## config.mk

```make
export PLATFORM = sky130hd
export DESIGN_NAME = vec_accum
export DESIGN_NICKNAME = d
export VERILOG_FILES = /design/src/rtl/vec_accum.sv
export SDC_FILE = /design/constraint.sdc
export NUM_CORES = 1
export LEC_CHECK = 0
export ABC_AREA = 1
export CAP_MARGIN = 20
export CORE_MARGIN = 3
export CORE_UTILIZATION = 28
export CTS_CLUSTER_SIZE = 10
export DETAILED_ROUTE_END_ITERATION = 6
export SYNTH_ARGS = -nofsm -noshare
export SYNTH_HDL_FRONTEND = slang
export SYNTH_SLANG_ARGS = --single-unit
```

## constraint.sdc

```tcl
create_clock -name clk -period 2.91 [get_ports clk]
set_input_delay 0.4365 -clock clk [delete_from_list [all_inputs] [get_ports clk]]
set_output_delay 0.4365 -clock clk [all_outputs]
set_load 0.02 [all_outputs]
```

## src/rtl/vec_accum.sv

```systemverilog
`default_nettype none
// +--------------------------------------------------------------------------+
// | Module   : vec_accum                                                     |
// | Purpose  : Streaming dot-product reduction. Each accepted beat carries   |
// |            LANES signed products. They are summed and then accumulated   |
// |            across a vector that ends with in_last. One ACC_W-bit result  |
// |            per vector is presented through a one-deep valid/ready        |
// |            output register.                                              |
// | Ports    : clk, rst (async, active-high)                                 |
// |            in_valid/in_ready/in_data/in_last   - beat input              |
// |            out_valid/out_ready                 - result handshake        |
// |            out_data  - signed vector sum                                 |
// |            out_beats - beat count of the reported vector                 |
// |            out_ovf   - saturation occurred in that vector                |
// | Options  : ACC_SAT_EN - saturating accumulation with a sticky overflow   |
// |            flag; when undefined, adds wrap and out_ovf is tied to 0.     |
// | Revision : 1.0 - initial release                                         |
// +--------------------------------------------------------------------------+
module vec_accum #(
  parameter int LANES = 4,
  parameter int IN_W  = 16,
  parameter int ACC_W = 32,
  parameter int CNT_W = 16
) (
  input  logic                  clk,
  input  logic                  rst,
  input  logic                  in_valid,
  output logic                  in_ready,
  input  logic [LANES*IN_W-1:0] in_data,
  input  logic                  in_last,
  output logic                  out_valid,
  input  logic                  out_ready,
  output logic [ACC_W-1:0]      out_data,
  output logic [CNT_W-1:0]      out_beats,
  output logic                  out_ovf
);

  localparam int SUM_W = IN_W + $clog2(LANES);

  logic                    acc_first_q, acc_first_d;
  logic signed [ACC_W-1:0] acc_q, acc_d;
  logic [CNT_W-1:0]        cnt_q, cnt_d;
  logic                    out_valid_q, out_valid_d;
  logic [ACC_W-1:0]        out_data_q, out_data_d;
  logic [CNT_W-1:0]        out_beats_q, out_beats_d;

  logic                    w_beat;
  logic signed [SUM_W-1:0] w_lane_sum;
  logic signed [ACC_W-1:0] w_sum_ext;
  logic signed [ACC_W-1:0] w_base;
  logic signed [ACC_W-1:0] w_next;

  // A pending result never blocks a beat when it is consumed on the same edge.
  assign in_ready = !out_valid_q || out_ready;
  assign w_beat   = in_valid && in_ready;

  // Lane reduction: SUM_W bits cannot overflow for LANES products of IN_W bits.
  always_comb begin
    w_lane_sum = '0;
    for (int k = 0; k < LANES; k++) begin
      w_lane_sum = w_lane_sum + SUM_W'($signed(in_data[k*IN_W +: IN_W]));
    end
  end

  assign w_sum_ext = ACC_W'(w_lane_sum);
  // The first beat of a vector starts from zero instead of the stale acc.
  assign w_base    = acc_first_q ? '0 : acc_q;

`ifdef ACC_SAT_EN
  logic                  ovf_q, ovf_d;
  logic                  out_ovf_q, out_ovf_d;
  logic signed [ACC_W:0] w_wide;
  logic                  w_sat_hit;
  logic                  w_ovf_next;

  // One guard bit: overflow iff the two top bits of the wide sum disagree.
  assign w_wide     = {w_base[ACC_W-1], w_base} + {w_sum_ext[ACC_W-1], w_sum_ext};
  assign w_sat_hit  = w_wide[ACC_W] != w_wide[ACC_W-1];
  assign w_next     = !w_sat_hit      ? w_wide[ACC_W-1:0] :
                      w_wide[ACC_W]   ? {1'b1, {(ACC_W-1){1'b0}}} :
                                        {1'b0, {(ACC_W-1){1'b1}}};
  assign w_ovf_next = (acc_first_q ? 1'b0 : ovf_q) | w_sat_hit;
  assign out_ovf    = out_ovf_q;
`else
  assign w_next     = w_base + w_sum_ext;
  assign out_ovf    = 1'b0;
`endif

  always_comb begin
    acc_d       = acc_q;
    cnt_d       = cnt_q;
    acc_first_d = acc_first_q;
    out_valid_d = out_valid_q;
    out_data_d  = out_data_q;
    out_beats_d = out_beats_q;
`ifdef ACC_SAT_EN
    ovf_d       = ovf_q;
    out_ovf_d   = out_ovf_q;
`endif
    if (out_valid_q && out_ready) begin
      out_valid_d = 1'b0;
    end
    if (w_beat) begin
      if (in_last) begin
        out_valid_d = 1'b1;
        out_data_d  = w_next;
        out_beats_d = cnt_q + 1'b1;
        acc_d       = '0;
        cnt_d       = '0;
        acc_first_d = 1'b1;
`ifdef ACC_SAT_EN
        out_ovf_d   = w_ovf_next;
        ovf_d       = 1'b0;
`endif
      end else begin
        acc_d       = w_next;
        cnt_d       = cnt_q + 1'b1;
        acc_first_d = 1'b0;
`ifdef ACC_SAT_EN
        ovf_d       = w_ovf_next;
`endif
      end
    end
  end

  always_ff @(posedge clk or posedge rst) begin
    if (rst) begin
      acc_q       <= '0;
      cnt_q       <= '0;
      acc_first_q <= 1'b1;
      out_valid_q <= 1'b0;
      out_data_q  <= '0;
      out_beats_q <= '0;
`ifdef ACC_SAT_EN
      ovf_q       <= 1'b0;
      out_ovf_q   <= 1'b0;
`endif
    end else begin
      acc_q       <= acc_d;
      cnt_q       <= cnt_d;
      acc_first_q <= acc_first_d;
      out_valid_q <= out_valid_d;
      out_data_q  <= out_data_d;
      out_beats_q <= out_beats_d;
`ifdef ACC_SAT_EN
      ovf_q       <= ovf_d;
      out_ovf_q   <= out_ovf_d;
`endif
    end
  end

  assign out_valid = out_valid_q;
  assign out_data  = out_data_q;
  assign out_beats = out_beats_q;

endmodule
`default_nettype wire

```

==> qor.txt <==
Status: complete, but fails checks
Violated checks: setup timing
Pins Over Slew Limit: 0
Util after Layout: 45.4%
GPL Wtd Cong: 0.893
Initial antenna violation count: 0
Netlist cell types: 33
Die W: 176 µm
Reg2reg start: acc_first_q
CTS Root Cell: clkbuf_16
Clk_lat worst skew: 0.36 ns
Drt total wl: 25100 µm
Worst reg2reg path depth: 17
Leading post-synthesis cells by cell area: dfrtp_1 30%, nand2_1 18%, fa_1 16%
Hold Path End: acc_q[14]
RSZ-0062 raised after global routing: true
# IOs: 120
FP Rows: 61
Cell Chain, Critical Path: buf_6 > fa_1 > fa_2 > buf_12 > buf_6 > fa_1 > ha_4 > buf_6 > a21o_1 > nor2_1 > nand2_1 > a21oi_4 > nand3_2 > nand3_2 > nand2_1
Area grow syn2layout: 57.3%
Overall power: 14.8 mW
CP required: 3.16 ns
Warnings from Yosys: 0
Leakage: 6.44 nW
Synth Area per Inst: 7.18 µm²
DRC Markers: 0
Number of CTS-inserted buffers: 9
Startpoint Class: primary input
Synth Cell Area: 8120 µm²
Skew final: 0.0108 ns
Xor/xnor share of the synthesized area: 2.48%
Post-synth top area cell: dfrtp_1
Worst setup path class: primary input to flop
Cells after Synth: 1131
Gr usage total: 16.2%
Share of layout cells above drive strength 1: 43.2%
Number of global-route vias before repair: 8004
Die Span Y: 176 µm
First drt pass iteration count: 4
Ys async rst share: 100%
Primary FF master, synth: dfrtp_1
DRT antenna net count: 0
Rel. slew slack: 48.5%
Worst flop-to-flop path endpoint: acc_q[25]
Full die area: 31100 µm²
Syn Nets: 1297
Crit path DAT: 3.58 ns
Compound-Gate Fraction of Synth Area: 4.73%
ANT cells: 0
Final WS setup: -0.419 ns
Hold Path Cell Cnt: 2
Crit path max-delay family: adder cells
Layout Nets: 1493
Period minus WS final: 3.33 ns
1st-iter DRT viols: 368
Vias per cell: 4.51
Worst VDD drop: 0.472 mV
CP max-delay cell: fa_1
Period Utilization, post-route: 114%
Multiplexer share of the synthesized area: 0%
Core Area: 28200 µm²
Final setup fails: 56
Largest net degree at the start of global routing: 45
Power per cell area: 1160 nW/µm²
Post-synthesis adder-cell area fraction: 20.8%
Hold path startpoint: acc_q[14]
Clock slew at reported path FFs: 0.07 ns
Vias: 7710
Clock sink total: 98
Initial core utilization: 28.8%
Clk buf depth: 2
Fillcell total: 2665
DP Wirelength: 18400 µm
Largest family of logic cells by synthesized area: simple AND/OR/NAND/NOR gates
Worst-path fanout max: 6
TritonCTS clock tree: built
Number of enable flip-flop cells after synthesis: 0
Crit. End Element: flop
Peak Freq: 300 MHz
Simple-gate portion of the synthesized area: 28.2%
Worst-margin pin slew: 0.770 ns
Slowest stage delay, CP: 0.58 ns
Max-Cap Viols: 0
Worst path most repeated cell: buf_6
FF-to-FF setup slack: 0.10 ns
Hold WC Path Type: flop to flop
Final Hold Vio Count: 0
CTS H-tree lvls: 3
Total global routing overflow: 0
CP Buf/Inv Count: 4
Synth top area share: 29.9%
Buffers on Ports: 118
Seq/Total Area, Yosys: 30.2%
Global-route wire length before repair: 40600 µm
WL/cell: 14.7 µm
Register bit total from synthesis: 98
==> worst reg2reg max path: cells and delay by family, from the launching register on <==
kind | cells | cell delay [ns]
flops | 1 | 0.56
fa+ha+maj | 3 | 0.92
simple gates | 9 | 0.83
buf+inv | 5 | 0.44
==> flip-flops by register name (all words and copies together) (netlist names) <==
| name | flops |
|---|---|
| out_data | 32 |
| out_valid | 1 |
| out_beats | 16 |
| acc_q | 32 |
| cnt_q | 16 |
| acc_first_q | 1 |
==> area by class of cell <==
type                            count  area (µm²)  area share [%]
Sequential cell                    98        2450            19.2
Clock buffer                       10         239            1.87
Inverter                          268        1070            8.37
Timing Repair Buffer              207        1940            15.2
Multi-Input combinational cell    743        6550            51.2
Clock inverter                      6        56.3           0.441
Tap cell                          378         473            3.70
==> placed cells by master, fill, tap and decap left out, types with 10 or more instances in the layout <==
cell / Yosys / routed
nor2_2: 4 / 10
fa_1: 63 / 56
o21ai_1: 4 / 17
o21ai_0: 33 / 16
buf_2: 6 / 28
buf_12: 0 / 10
inv_2: 2 / 73
nand2_1: 383 / 218
nand2_2: 4 / 114
nand3_4: 0 / 12
nor2_1: 56 / 29
nor2_4: 2 / 23
buf_6: 0 / 34
nand3_1: 75 / 28
inv_1: 266 / 180
nand3_2: 5 / 40
nand2_4: 0 / 50
clkdlybuf4s50_1: 0 / 70
dfrtp_1: 97 / 97
ha_4: 0 / 30
buf_4: 2 / 56
==> how the worst max path moves through the flow <==
stage                      from            to  depth (start not counted)
finish              in_data[47]  out_data[31]                         15
global route        in_data[47]     acc_q[31]                         16
CTS                 in_data[15]  out_data[29]                         17
detailed placement  in_data[47]  out_data[31]                         15
global placement    in_data[47]  out_data[31]                         15
floorplan           in_data[47]  out_data[31]                         12
==> power breakdown <==
group          switching, mW  internal [mW]
Clock                  0.597          0.624
Combinational           6.35           5.17
Sequential             0.251           1.77
Total                   7.20           7.57
==> timing repair <==
item,in CTS,in global routing
setup buffers,16,21
endpoints found under the hold margin,0,0
pin swaps,200,173
gates resized for setup,383,187
setup endpoints to repair,60,58
hold buffers,0,0
cloned,1,0
==> per-stage QoR <==
| step | hold slack [ns] | area [µm²] | std cells | setup TNS [ns] | setup WS [ns] |
|---|---|---|---|---|---|
| floorplan | 0.442 | 8880 | 1131 | -19.13 | -0.522 |
| global placement | 0.457 | 11000 | 1664 | -61.82 | -1.24 |
| detailed placement | 0.459 | 11000 | 1664 | -63.02 | -1.20 |
| CTS | 0.480 | 12000 | 1693 | -14.53 | -0.431 |
| global route | 0.493 | 12800 | 1710 | -20.52 | -0.540 |
| finish | 0.474 | 12800 | 1710 | -14.33 | -0.419 |
==> cells by family (layout without fill, tap and decap cells) <==
kind of cell	count (synthesis)	count (layout)
AND/OR/NAND/NOR	550	550
buffers and inverters	290	491
flip-flops	98	98
adder cells (fa/ha/maj)	97	97
AO/OA/AOI/OAI	72	72
XOR/XNOR	23	23
other	1	1
==> per-layer routing <==
metal  wire length (µm)  vias up  part of all wire (%)  track usage [%]
li1                   -     3749                     -                -
met1              10800     3757                    43             20.9
met2              12700      162                    50             28.2
met3                979       42                   3.9             2.17
met4                664        0                   2.6             4.88
met5                  0        -                     0                0
==> synthesized netlist by cell type (all sizes together), types with 5 or more instances <==
cell,number
clkbuf,10
xor2,14
dfrtp,97
nor3,5
o22ai,8
ha,34
a21oi,22
nand3,80
nor2,62
inv,268
nand2,387
fa,63
o21ai,37
nand4,9
xnor2,9
buf,12
Note: power is estimated with default switching activity, not from simulation.
